===== src/rtl/grid_mem_arbiter.sv =====
// ---------------------------------------------------------------------------
// grid_mem_arbiter
//
// Two-client arbiter for a single-port grid memory. A game controller (read,
// write and exclusive lock) and a display engine (read only) compete for the
// memory. Round-robin arbitration picks at most one access per cycle. Address,
// write data and write enable go to the memory as registered signals. Read
// data comes back one cycle after issue and is steered to its owner by a
// two-stage tag pipeline.
//
// Parameters
//   ADDR_MAX   last legal grid address; higher addresses are granted but
//              suppressed (no write, no read return) and flagged on addr_err
//   LOCK_MAX   maximum number of cycles the game may hold the lock
//
// Ports
//   clk, reset            clock, synchronous active-high reset
//   g_req/g_we/g_addr/    game request (held until g_gnt), write enable,
//   g_wdata/g_lock        address, write data, exclusive-lock request
//   d_req/d_addr          display read request (held until d_gnt), address
//   mem_rdata             memory read data (1-cycle synchronous read)
//   g_gnt, d_gnt          one-cycle accept pulses
//   g_rvalid, d_rvalid    read-data-valid pulses
//   rdata                 read data, mem_rdata passed through when valid
//   mem_addr/mem_wdata/   registered memory address, write data and write
//   mem_we                enable
//   addr_err              granted access had address > ADDR_MAX
//   lock_err              lock forcibly released on timeout
// ---------------------------------------------------------------------------
module grid_mem_arbiter #(
    parameter int unsigned ADDR_MAX = 251,
    parameter int unsigned LOCK_MAX = 64
) (
    input  logic       clk,
    input  logic       reset,
    input  logic       g_req,
    input  logic       g_we,
    input  logic [7:0] g_addr,
    input  logic [7:0] g_wdata,
    input  logic       g_lock,
    input  logic       d_req,
    input  logic [7:0] d_addr,
    input  logic [7:0] mem_rdata,
    output logic       g_gnt,
    output logic       d_gnt,
    output logic       g_rvalid,
    output logic       d_rvalid,
    output logic [7:0] rdata,
    output logic [7:0] mem_addr,
    output logic [7:0] mem_wdata,
    output logic       mem_we,
    output logic       addr_err,
    output logic       lock_err
);

    localparam logic [8:0] ADDR_MAX_C = 9'(ADDR_MAX);
    localparam logic [6:0] LOCK_MAX_C = 7'(LOCK_MAX);

    typedef enum logic {
        UNLOCKED = 1'b0,
        LOCKED   = 1'b1
    } lock_state_e;

    typedef enum logic {
        OWN_DISP = 1'b0,
        OWN_GAME = 1'b1
    } owner_e;

    typedef struct packed {
        logic   vld;
        owner_e owner;
    } tag_t;

    // State registers
    lock_state_e state_q,      state_d;
    logic [6:0]  lock_cnt_q,   lock_cnt_d;
    logic        relock_blk_q, relock_blk_d;  // set by timeout, cleared when g_lock drops
    logic        favor_game_q, favor_game_d;  // round-robin pointer, 0 = display favored
    tag_t        tag1_q,       tag1_d;        // read issued this cycle
    tag_t        tag2_q;                      // read whose data is on mem_rdata now

    // Registered outputs
    logic        g_gnt_q,     g_gnt_d;
    logic        d_gnt_q,     d_gnt_d;
    logic [7:0]  mem_addr_q,  mem_addr_d;
    logic [7:0]  mem_wdata_q, mem_wdata_d;
    logic        mem_we_q,    mem_we_d;
    logic        addr_err_q,  addr_err_d;
    logic        lock_err_q,  lock_err_d;

    // Arbitration terms
    logic       locked;
    logic       timeout;
    logic       lock_release;
    logic       g_elig;
    logic       d_elig;
    logic       grant_g;
    logic       grant_d;
    logic       issue;
    logic [7:0] sel_addr;
    logic       addr_bad;

    always_comb begin
        // NOTE: every signal written here gets a default first, so no path
        // leaves a value unassigned and no latch is inferred.
        state_d      = state_q;
        lock_cnt_d   = lock_cnt_q;
        relock_blk_d = relock_blk_q;
        favor_game_d = favor_game_q;
        lock_err_d   = 1'b0;

        locked       = (state_q == LOCKED);
        timeout      = locked && g_lock && (lock_cnt_q == LOCK_MAX_C);
        // A release (voluntary or forced) opens the memory to the display at
        // the same edge, so a waiting display read is not delayed a cycle.
        lock_release = locked && (!g_lock || timeout);

        // A requester whose grant is showing this cycle still has its req
        // high at this edge; masking it stops a second grant of that request.
        g_elig  = g_req && !g_gnt_q;
        d_elig  = d_req && !d_gnt_q && !(locked && !lock_release);

        // While locked the pointer always favors display (the lock was
        // entered on a game grant and only the game is granted since), so the
        // display wins the edge of a forced release.
        grant_g = g_elig && (!d_elig || favor_game_q);
        grant_d = d_elig && !grant_g;
        issue   = grant_g || grant_d;

        sel_addr = grant_g ? g_addr : d_addr;
        addr_bad = ({1'b0, sel_addr} > ADDR_MAX_C);

        g_gnt_d     = grant_g;
        d_gnt_d     = grant_d;
        mem_addr_d  = issue ? sel_addr : 8'h00;
        mem_we_d    = grant_g && g_we && !addr_bad;
        mem_wdata_d = mem_we_d ? g_wdata : 8'h00;
        addr_err_d  = issue && addr_bad;

        // Only legal reads travel down the tag pipeline.
        tag1_d.vld   = issue && !addr_bad && !(grant_g && g_we);
        tag1_d.owner = grant_g ? OWN_GAME : OWN_DISP;

        if (grant_g) begin
            favor_game_d = 1'b0;
        end else if (grant_d) begin
            favor_game_d = 1'b1;
        end

        if (!g_lock) begin
            relock_blk_d = 1'b0;
        end

        case (state_q)
            UNLOCKED: begin
                if (grant_g && g_lock && !relock_blk_q) begin
                    state_d    = LOCKED;
                    lock_cnt_d = 7'd0;
                end
            end
            LOCKED: begin
                if (timeout) begin
                    state_d      = UNLOCKED;
                    lock_err_d   = 1'b1;
                    relock_blk_d = 1'b1;
                end else if (!g_lock) begin
                    state_d = UNLOCKED;
                end else if (lock_cnt_q != LOCK_MAX_C) begin
                    lock_cnt_d = lock_cnt_q + 7'd1;
                end
            end
            default: state_d = UNLOCKED;
        endcase
    end

    always_ff @(posedge clk) begin
        // NOTE: sequential state uses non-blocking assignments so every
        // register samples the pre-edge values, independent of statement order.
        if (reset) begin
            state_q      <= UNLOCKED;
            lock_cnt_q   <= 7'd0;
            relock_blk_q <= 1'b0;
            favor_game_q <= 1'b0;
            tag1_q       <= '0;
            tag2_q       <= '0;
            g_gnt_q      <= 1'b0;
            d_gnt_q      <= 1'b0;
            mem_addr_q   <= 8'h00;
            mem_wdata_q  <= 8'h00;
            mem_we_q     <= 1'b0;
            addr_err_q   <= 1'b0;
            lock_err_q   <= 1'b0;
        end else begin
            state_q      <= state_d;
            lock_cnt_q   <= lock_cnt_d;
            relock_blk_q <= relock_blk_d;
            favor_game_q <= favor_game_d;
            tag1_q       <= tag1_d;
            tag2_q       <= tag1_q;
            g_gnt_q      <= g_gnt_d;
            d_gnt_q      <= d_gnt_d;
            mem_addr_q   <= mem_addr_d;
            mem_wdata_q  <= mem_wdata_d;
            mem_we_q     <= mem_we_d;
            addr_err_q   <= addr_err_d;
            lock_err_q   <= lock_err_d;
        end
    end

    assign g_gnt     = g_gnt_q;
    assign d_gnt     = d_gnt_q;
    assign mem_addr  = mem_addr_q;
    assign mem_wdata = mem_wdata_q;
    assign mem_we    = mem_we_q;
    assign addr_err  = addr_err_q;
    assign lock_err  = lock_err_q;
    assign g_rvalid  = tag2_q.vld && (tag2_q.owner == OWN_GAME);
    assign d_rvalid  = tag2_q.vld && (tag2_q.owner == OWN_DISP);
    // Read data is only meaningful with a valid pulse; hold it at zero otherwise.
    assign rdata     = (g_rvalid || d_rvalid) ? mem_rdata : 8'h00;

endmodule

===== config.mk =====
export PLATFORM = sky130hd
export DESIGN_NAME = grid_mem_arbiter
export DESIGN_NICKNAME = d
export VERILOG_FILES = /design/src/rtl/grid_mem_arbiter.sv
export SDC_FILE = /design/constraint.sdc
export NUM_CORES = 1
export LEC_CHECK = 0
export CORE_MARGIN = 3
export CORE_UTILIZATION = 44
export DETAILED_ROUTE_END_ITERATION = 8
export GPL_TIMING_DRIVEN = 0
export PLACE_DENSITY = 0.85
export SLEW_MARGIN = 20
export SYNTH_ARGS = -nofsm -noshare
export SYNTH_HDL_FRONTEND = slang
export SYNTH_SLANG_ARGS = --single-unit
export TNS_END_PERCENT = 30

===== constraint.sdc =====
create_clock -name clk -period 4.8 [get_ports clk]
set_clock_uncertainty 0.1 [all_clocks]
set_input_delay 0.96 -clock clk [delete_from_list [all_inputs] [get_ports clk]]
set_output_delay 0.96 -clock clk [all_outputs]
set_load 0.05 [all_outputs]

==> results of run 1 <==
-- routing by layer --
layer / global-route usage / part of all wire
met3: 0.0650 / 0.092
met1: 0.218 / 0.41
met5: 0 / 0
met4: 0.0528 / 0.014
met2: 0.343 / 0.48
-- cell usage after synthesis, types with 2 or more instances --
| master | instances | share of area |
|---|---|---|
| dfxtp_1 | 34 | 0.46 |
| and2_1 | 18 | 0.075 |
| nand3_1 | 12 | 0.040 |
| nor2_1 | 12 | 0.030 |
| o211ai_1 | 12 | 0.060 |
| a21oi_1 | 11 | 0.037 |
| inv_1 | 5 | 0.013 |
| nor2b_1 | 5 | 0.021 |
| buf_2 | 4 | 0.013 |
| clkbuf_1 | 4 | 0.010 |
| nand4_1 | 4 | 0.017 |
| xor2_1 | 4 | 0.023 |
| o21ai_0 | 3 | 0.010 |
| a211oi_2 | 2 | 0.017 |
| a31oi_1 | 2 | 0.0084 |
| and3_1 | 2 | 0.0084 |
| buf_6 | 2 | 0.015 |
| ha_1 | 2 | 0.017 |
| nand2_1 | 2 | 0.0050 |
| nand2b_1 | 2 | 0.0084 |
| or3b_2 | 2 | 0.012 |
| xnor2_1 | 2 | 0.012 |
-- critical path, cell delays in order --
cell	delay, ps
clkdlybuf4s50_1	470
and2_1	120
clkdlybuf4s50_1	790
-- cells in the final DEF (no fill, tap or decap), drive strengths merged, types with 2 or more instances in the layout --
cell type      count
nor2b              5
clkdlybuf4s50     67
clkbuf             9
and3               2
and2              18
xor2               4
xnor2              2
inv                5
and4               2
a21oi             12
a31oi              2
clkinvlp           2
nor2              12
nand2b             2
o2111ai            2
o211ai            12
ha                 2
dfxtp             34
nand4              4
or3b               2
nand2              2
buf                6
nand3             12
o21ai              3
a211oi             2
-- state kept, by name (all words and copies together), names as in the netlist --
register,flops
mem_addr,8
tag2_q,2
favor_game_q,1
d_gnt,1
lock_cnt_q,7
relock_blk_q,1
locked,1
addr_err,1
tag1_q,2
mem_we,1
mem_wdata,8
lock_err,1
-- power by group through the flow --
stage | sequential, uW | combinational [uW] | clock (uW)
2_1_floorplan | 337 | 55.8 | 0
3_3_place_gp | 306 | 150 | 0
3_5_place_dp | 306 | 151 | 0
4_1_cts | 300 | 152 | 214
5_1_grt | 302 | 162 | 231
6_report | 299 | 152 | 211
-- cell type report --
| class | instances | share of cell area |
|---|---|---|
| plain buffers | 10 | 0.0250 |
| clock buffers | 5 | 0.0163 |
| clock inverters | 3 | 0.0196 |
| inverters | 5 | 0.00815 |
| multi-input cells | 112 | 0.320 |
| flip-flops and latches | 34 | 0.296 |
| well taps | 44 | 0.0239 |
| repair buffers | 67 | 0.291 |
-- per-stage QoR --
stage,instance area (sq um),util,hold WS [ps],instances
global placement,2220,0.704,321,272
detailed placement,2220,0.704,330,272
floorplan,1490,-,314,161
global route,2300,0.730,364,280
CTS,2300,0.730,367,280
finish,2300,0.730,362,280
-- cells by family after synthesis --
| kind of cell | after synthesis | share of synthesized area |
|---|---|---|
| AND/OR/NAND/NOR | 66 | 0.258 |
| adder cells (fa/ha/maj) | 2 | 0.0167 |
| flip-flops | 34 | 0.456 |
| buffers and inverters | 15 | 0.0511 |
| AO/OA/AOI/OAI | 38 | 0.183 |
| XOR/XNOR | 6 | 0.0352 |
-- worst min-delay path by stage --
stage | cells after the start | from | slack (ps) | to
floorplan | 1 | tag1_q[1]$_SDFF_PP0_ | 310 | tag2_q[1]$_SDFF_PP0_
global placement | 1 | tag1_q[1]$_SDFF_PP0_ | 320 | tag2_q[1]$_SDFF_PP0_
detailed placement | 1 | tag1_q[1]$_SDFF_PP0_ | 330 | tag2_q[1]$_SDFF_PP0_
CTS | 1 | tag1_q[1]$_SDFF_PP0_ | 370 | tag2_q[1]$_SDFF_PP0_
global route | 1 | tag1_q[1]$_SDFF_PP0_ | 360 | tag2_q[1]$_SDFF_PP0_
finish | 1 | tag1_q[1]$_SDFF_PP0_ | 360 | tag2_q[1]$_SDFF_PP0_
==> results by stage, run 1 <==
Timing:
- The count of endpoints failing setup in the final report is 0.
- The max-slew violation count is 0.
- After routing, the total negative slack on setup checks comes to 0 ps.
- The worst slew margin relative to its limit is 0.612.
- Setup repair after global routing left no endpoint under its margin.
- Derived from the worst setup path, the maximum achievable clock frequency is 0.294 GHz.
- The minimum clock period is 3400 ps.
- The portion of the clock cycle consumed by the worst path in the final layout is 0.709.
- The final hold violation count is 0.
- In the post-route analysis, the smallest setup slack over all paths is 1400 ps.
- The actual slew at the worst max-slew pin is approximately 570 ps.

Cells and area:
- The register cell area after layout is between 600 and 700 sq um.
- The layout-stage area growth over the synthesis result is 54.1%.
- In the final design database the tool counted ~280 nets.
- The total area of multi-input combinational cells is between 700 and 800 sq um.
- The final antenna diode count is 0.
- The fraction of layout instances using a drive strength above 1 is 0.102.
- The layout has between 200 and 300 filler cells.

Clocking:
- The buffer type at the clock tree root is clkbuf_4.
- After clock tree synthesis, the clock-pin slew on the worst setup and hold paths is 120 ps.
- TritonCTS built the clock tree.
- The cts-stage hold buffer count is 0.
- TritonCTS created 5 clock buffers.
- The insertion delay of the later-clocked pin in the worst-skew pair is approximately 330 ps.
- After clock tree synthesis, the setup repair step added 0 buffers.
- The H-tree generated during clock tree synthesis spans 2 levels.
- The number of resized instances in the post-cts repair step is 0.
- The clock sink count is 34.
- The number of buffers on the longest clock path is 2.

Synthesis:
- The synthesized netlist occupies a cell area of around 0.0015 sq mm.
- Synthesis instantiated 37 different standard cells from the library.
- The number of nets in the synthesized netlist is about 200.
- Counting flops with a built-in enable in the synthesized netlist gives 0.
- In the synthesized netlist, the number of instances is between 150 and 200.
- The sequential cell area fraction in the yosys report is 0.456.
- The synthesized design contains 34 register bits.
- The share of flip-flops with an asynchronous set or reset is 0.
- During synthesis, Yosys emitted a total of 0 warnings.
- The post-synthesis area per instance is 9.28 sq um.
- In the synthesized netlist the dominant register cell turns out to be dfxtp_1.

Critical path:
- For flop-to-flop paths, the worst setup slack is roughly 2800 ps.
- The category of the worst setup path capture point is an output pin.
- The reg-to-reg startpoint is lock_cnt_q[0]$_SDFFE_PP0P_.
- The largest fanout of any net on the critical path is 1.
- In this run the critical register-to-register path is captured at favor_game_q$_SDFFE_PP0P_.
- Data on the critical path arrives at its endpoint at around 2300 ps.
- The origin of the worst setup path is mem_rdata[7].
- The worst setup path is launched from an input pin.
- Data on the critical path is required at its endpoint by between 3000 and 4000 ps.
- The classification of the worst setup path is in -> out.
- The cell count of the worst reg-to-reg path is 7.
- Following the worst setup path forward leads to its endpoint at rdata[7].

Routing:
- The total wire length after detailed routing is approximately 3.7 mm.
- The DRC marker count from the first detailed-route iteration is 33.
- The first detailed-routing pass took 5 iterations.
- Summing over every cut layer, the via total after detailed routing is between 1000 and 1500.
- After detailed routing, the average wire length per cell comes to 13.1 um.
- For this run, design rule violations remaining after detail routing come to 0.
- In the routed layout, each cell is associated on average with a via count of roughly 5.3.
- The count of antenna-violating nets left after detailed routing is 0.

Pwr:
- The worst vdd rail ir drop is about 270 uV.
- After layout, the design draws a total of 662 uW.
- The internal power component is 470 uW.
- The analysis attributes to net switching a power of 192 uW.
- Of the total power, registers draw 0.452.
- The switching portion of total power is 0.290.
- The power share of the combinational group is 0.229.
- Of the total power, the clock network draws 0.319.
- Power spread over the standard cell area amounts to around 290 mW/mm^2.
- For this design the static power due to leakage is around 0.00086 uW.

Global routing:
- The via count of the first global-routing pass was roughly 1500.
- The overall overflow remaining after global route is 0.
- The initial antenna violation count is 0.
- The pin count of the biggest net entering global routing is 13.
- The first global-routing pass estimated around 6.4 mm of wire.
- Across every metal layer, demand over resource in global routing totals 0.193.

Placement:
- The HPWL reported at the end of detailed placement is between 2 and 3 mm.
- The routability congestion estimate from global placement is 0.854.
- The pre-CTS setup slack is around 1400 ps.
- Port buffering added 67 buffers.

Floorplanning:
- The number of top-level design ports is 69.
- The area enclosed by the die boundary is just over 0.004 sq mm.
- The core region is approximately 0.0032 sq mm.
- The floorplan has 20 rows.
- The overall die height is approximately 64 um.
- Measured along the x axis, the die boundary spans roughly 64 um.
- The initial core utilization is 0.474.

Job:
- Across the run, the number of max-cap violations was 0.

Outcome:
- The flow ran to the end, and the final reports show no timing, DRC or antenna violations.

Hold path:
- The worst hold path belongs to the class reg -> reg.
(Power assumes the default switching activity.)
==> run 2, diff against run 1 <==
--- a/config.mk
+++ b/config.mk
@@ -6,10 +6,10 @@
 export NUM_CORES = 1
 export LEC_CHECK = 0
 export CORE_MARGIN = 3
-export CORE_UTILIZATION = 44
+export CORE_UTILIZATION = 41
 export DETAILED_ROUTE_END_ITERATION = 8
 export GPL_TIMING_DRIVEN = 0
-export PLACE_DENSITY = 0.85
+export PLACE_DENSITY = 0.8
 export SLEW_MARGIN = 20
 export SYNTH_ARGS = -nofsm -noshare
 export SYNTH_HDL_FRONTEND = slang
==> constraint.sdc (replaced) <==
create_clock -name clk -period 3.3 [get_ports clk]
set_clock_uncertainty 0.1 [all_clocks]
set_input_delay 0.66 -clock clk [delete_from_list [all_inputs] [get_ports clk]]
set_output_delay 0.66 -clock clk [all_outputs]
set_load 0.05 [all_outputs]
==> results by stage, run 2 (synthesis results as in run 1) <==
Cells and area:
- Of the cells placed in the final design, the portion with a size suffix greater than 1 is 0.102.
- The total area of multi-input combinational cells is roughly 740 sq um.
- Leaving out fill and tap cells, the most frequent cells in the layout are 67 x clkdlybuf4s50_1, 34 x dfxtp_1, 18 x and2_1.
- Across the whole layout, storage elements account for approximately 680 sq um.
- The filler cell count in the final layout is 298.
- The final cell count without fillers is around 280.
- The final layout net count is between 200 and 300.
- The final antenna diode count is 0.
- The layout-stage area growth over the synthesis result is 55.9%.
- Leaving out fill and tap cells, the most frequent cell in the layout is clkdlybuf4s50_1.

Placement:
- OpenSTA, run right after detailed placement, puts the worst setup slack at about 500 ps.
- The routability congestion estimate from global placement is roughly 0.78.
- Once detailed placement completed, the half-perimeter wirelength came to 2.74 mm.
- The count of buffers inserted at the top-level ports is 67.
- The total placed cells including tap cells is around 270.

Global routing:
- The overall overflow remaining after global route is 0.
- The initial antenna violation count came to 0.
- The first global-routing pass estimated 5.91 mm of wire.
- The via count of the first global-routing pass is about 1400.
- The overall global routing resource usage is 0.177.
- The pin count of the biggest net entering global routing is 13.

Critical path:
- The worst path arrival time is slightly above 2000 ps.
- The category of the worst setup path capture point is an output pin.
- The origin of the worst setup path is mem_rdata[4].
- At the worst endpoint, the required time is approximately 2500 ps.
- The critical path contains buffers and inverters numbering 2 combined.
- Counting stages on the worst path, the most repeated cell is clkdlybuf4s50_1.
- The standard cell with the maximum stage delay on the critical path is clkdlybuf4s50_1.
- The largest incremental delay on the critical path is ~800 ps.
- The reg-to-reg startpoint is lock_cnt_q[0]$_SDFFE_PP0P_.
- The sort of element at the start of the critical path is an input pin.
- The critical path goes through clkdlybuf4s50_1 > and2_1 > clkdlybuf4s50_1.
- The worst setup path is of the in -> out kind.
- The endpoint of the most critical register-to-register path is mem_addr[5]$_SDFF_PP0_.
- For flop-to-flop paths, the worst setup slack is ~1300 ps.
- The largest fanout of any net on the critical path is 1.
- The gate family responsible for the most delay along the worst path is buffers and inverters.
- The cell count of the worst reg-to-reg path is 7.

Floorplanning:
- The die is between 60 and 70 um wide.
- The overall die height is between 60 and 70 um.
- The initial core utilization is 0.437.
- The core region is ~0.0034 sq mm.
- The die covers 0.00440 sq mm.
- Row generation in the floorplan step produced 21 rows.
- The number of top-level design ports is 69.

Routing:
- In the routed design, unresolved DRC markers number 0.
- The count of nets left with antenna violations once routing finished came out at 0.
- For this block, the via count after detailed routing is between 1000 and 1500.
- The total wire length after detailed routing is between 3 and 4 mm.
- The first detailed-routing pass ran for 4 iterations.
- The average routed wire per standard cell is ~13 um.
- The DRC marker count from the first detailed-route iteration is 31.
- The detail-routed via count per cell is between 5 and 6.

Clocking:
- The number of buffers on the longest clock path is 2.
- The number of resized instances in the post-cts repair step is 0.
- Clock-pin slew was measured on the worst setup and hold paths at between 100 and 150 ps.
- The buffers inserted during post-CTS setup optimization is 0.
- The clock tree synthesis step divided the H-tree into 2 levels.
- Hold repair after CTS inserted 0 buffers.
- The insertion delay of the later-clocked pin in the worst-skew pair is 340 ps.
- Counting every sink on the clock net gives 34.
- The number of buffers created by CTS is 5.
- In this run the clock root is driven by a clkbuf_4.
- The TritonCTS clock tree is done.

Pwr:
- Total power for the finished layout comes to between 1000 and 1500 uW.
- The cell leakage power is around 0.0009 uW.
- The power per standard cell area is 448 mW/mm^2.
- The worst vdd rail ir drop is 314 uV.

Hold path:
- Counting instances, the worst hold path has a depth of 1.
- The path class of the tightest hold or removal check is reg -> reg.
- The worst hold path terminates at tag2_q[1]$_SDFF_PP0_.
- The start point of the worst min-delay path is tag1_q[1]$_SDFF_PP0_.

Timing:
- Static timing analysis puts the maximum clock frequency at 0.358 GHz.
- The sum of negative setup slack is 0 ps.
- Setup repair after global routing left no endpoint under its margin.
- The count of endpoints failing setup in the final report is 0.
- The final worst-path setup slack is between 500 and 600 ps.
- For the finished layout, the period the worst path requires is between 2000 and 3000 ps.
- The worst slew margin relative to its limit is 0.655.
- At the pin with the least slew margin, the transition time is about 500 ps.
- The final hold violation count is 0.
- The max-slew violation count came to 0.
- The portion of the clock cycle consumed by the worst path in the final layout is 0.846.

Job:
- The number of violations of the max-capacitance limit is 0.

Outcome:
- The run finished with clean final reports.
-- run 2: cell types whose count changed in the layout (fill, tap and decap cells not counted) --
cell / before / now
clkinv_4: 0 / 1
bufinv_16: 1 / 2
clkinvlp_4: 2 / 0
-- run 2: worst register-to-register path: cells and delay by family (launching register included) --
kind | cells | cell delay (ps)
compound gates | 3 | 720
fa+ha+maj | 1 | 210
buf+inv | 2 | 400
flops | 1 | 400
simple gates | 1 | 150
-- run 2: layout make-up --
| class | instances | area share |
|---|---|---|
| Buffer | 10 | 0.0247 |
| Clock buffer | 5 | 0.0161 |
| Clock inverter | 3 | 0.0296 |
| Inverter | 5 | 0.00806 |
| Multi-Input combinational cell | 112 | 0.316 |
| Sequential cell | 34 | 0.292 |
| Tap cell | 46 | 0.0247 |
| Timing Repair Buffer | 67 | 0.288 |
-- run 2: how the worst max path moves through the flow --
stage | endpoint | slack [ps] | cells after the start
after detailed placement | rdata[0] | 510 | 3
after floorplan | lock_cnt_q[2]$_SDFFE_PP0P_ | 1370 | 5
after global routing | rdata[2] | 480 | 3
after global placement | rdata[0] | 500 | 3
after CTS | rdata[0] | 500 | 3
final | rdata[4] | 510 | 3
-- run 2: per-stage QoR --
stage / hold WS (ps) / area [sq um] / utilization
final: 357 / 2330 / 0.682
after global routing: 379 / 2330 / 0.682
after CTS: 363 / 2330 / 0.682
after detailed placement: 341 / 2220 / 0.651
after global placement: 320 / 2220 / 0.651
after floorplan: 314 / 1490 / -
-- run 2: where the power goes --
group / switching (uW) / leakage, uW / internal (uW)
logic: 125 / 0.000545 / 97.0
registers: 7.16 / 0.000277 / 428
clock network: 150 / 0.0000554 / 237
total: 282 / 0.000877 / 762
-- run 2: per-layer routing --
layer / vias up / routed length, um / share of wire / track usage
li1: 715 / - / - / -
met1: 654 / 1550 / 0.43 / 0.199
met2: 58 / 1750 / 0.48 / 0.296
met3: 5 / 307 / 0.084 / 0.0714
met4: 0 / 44 / 0.012 / 0.0685
met5: - / 0 / 0 / 0
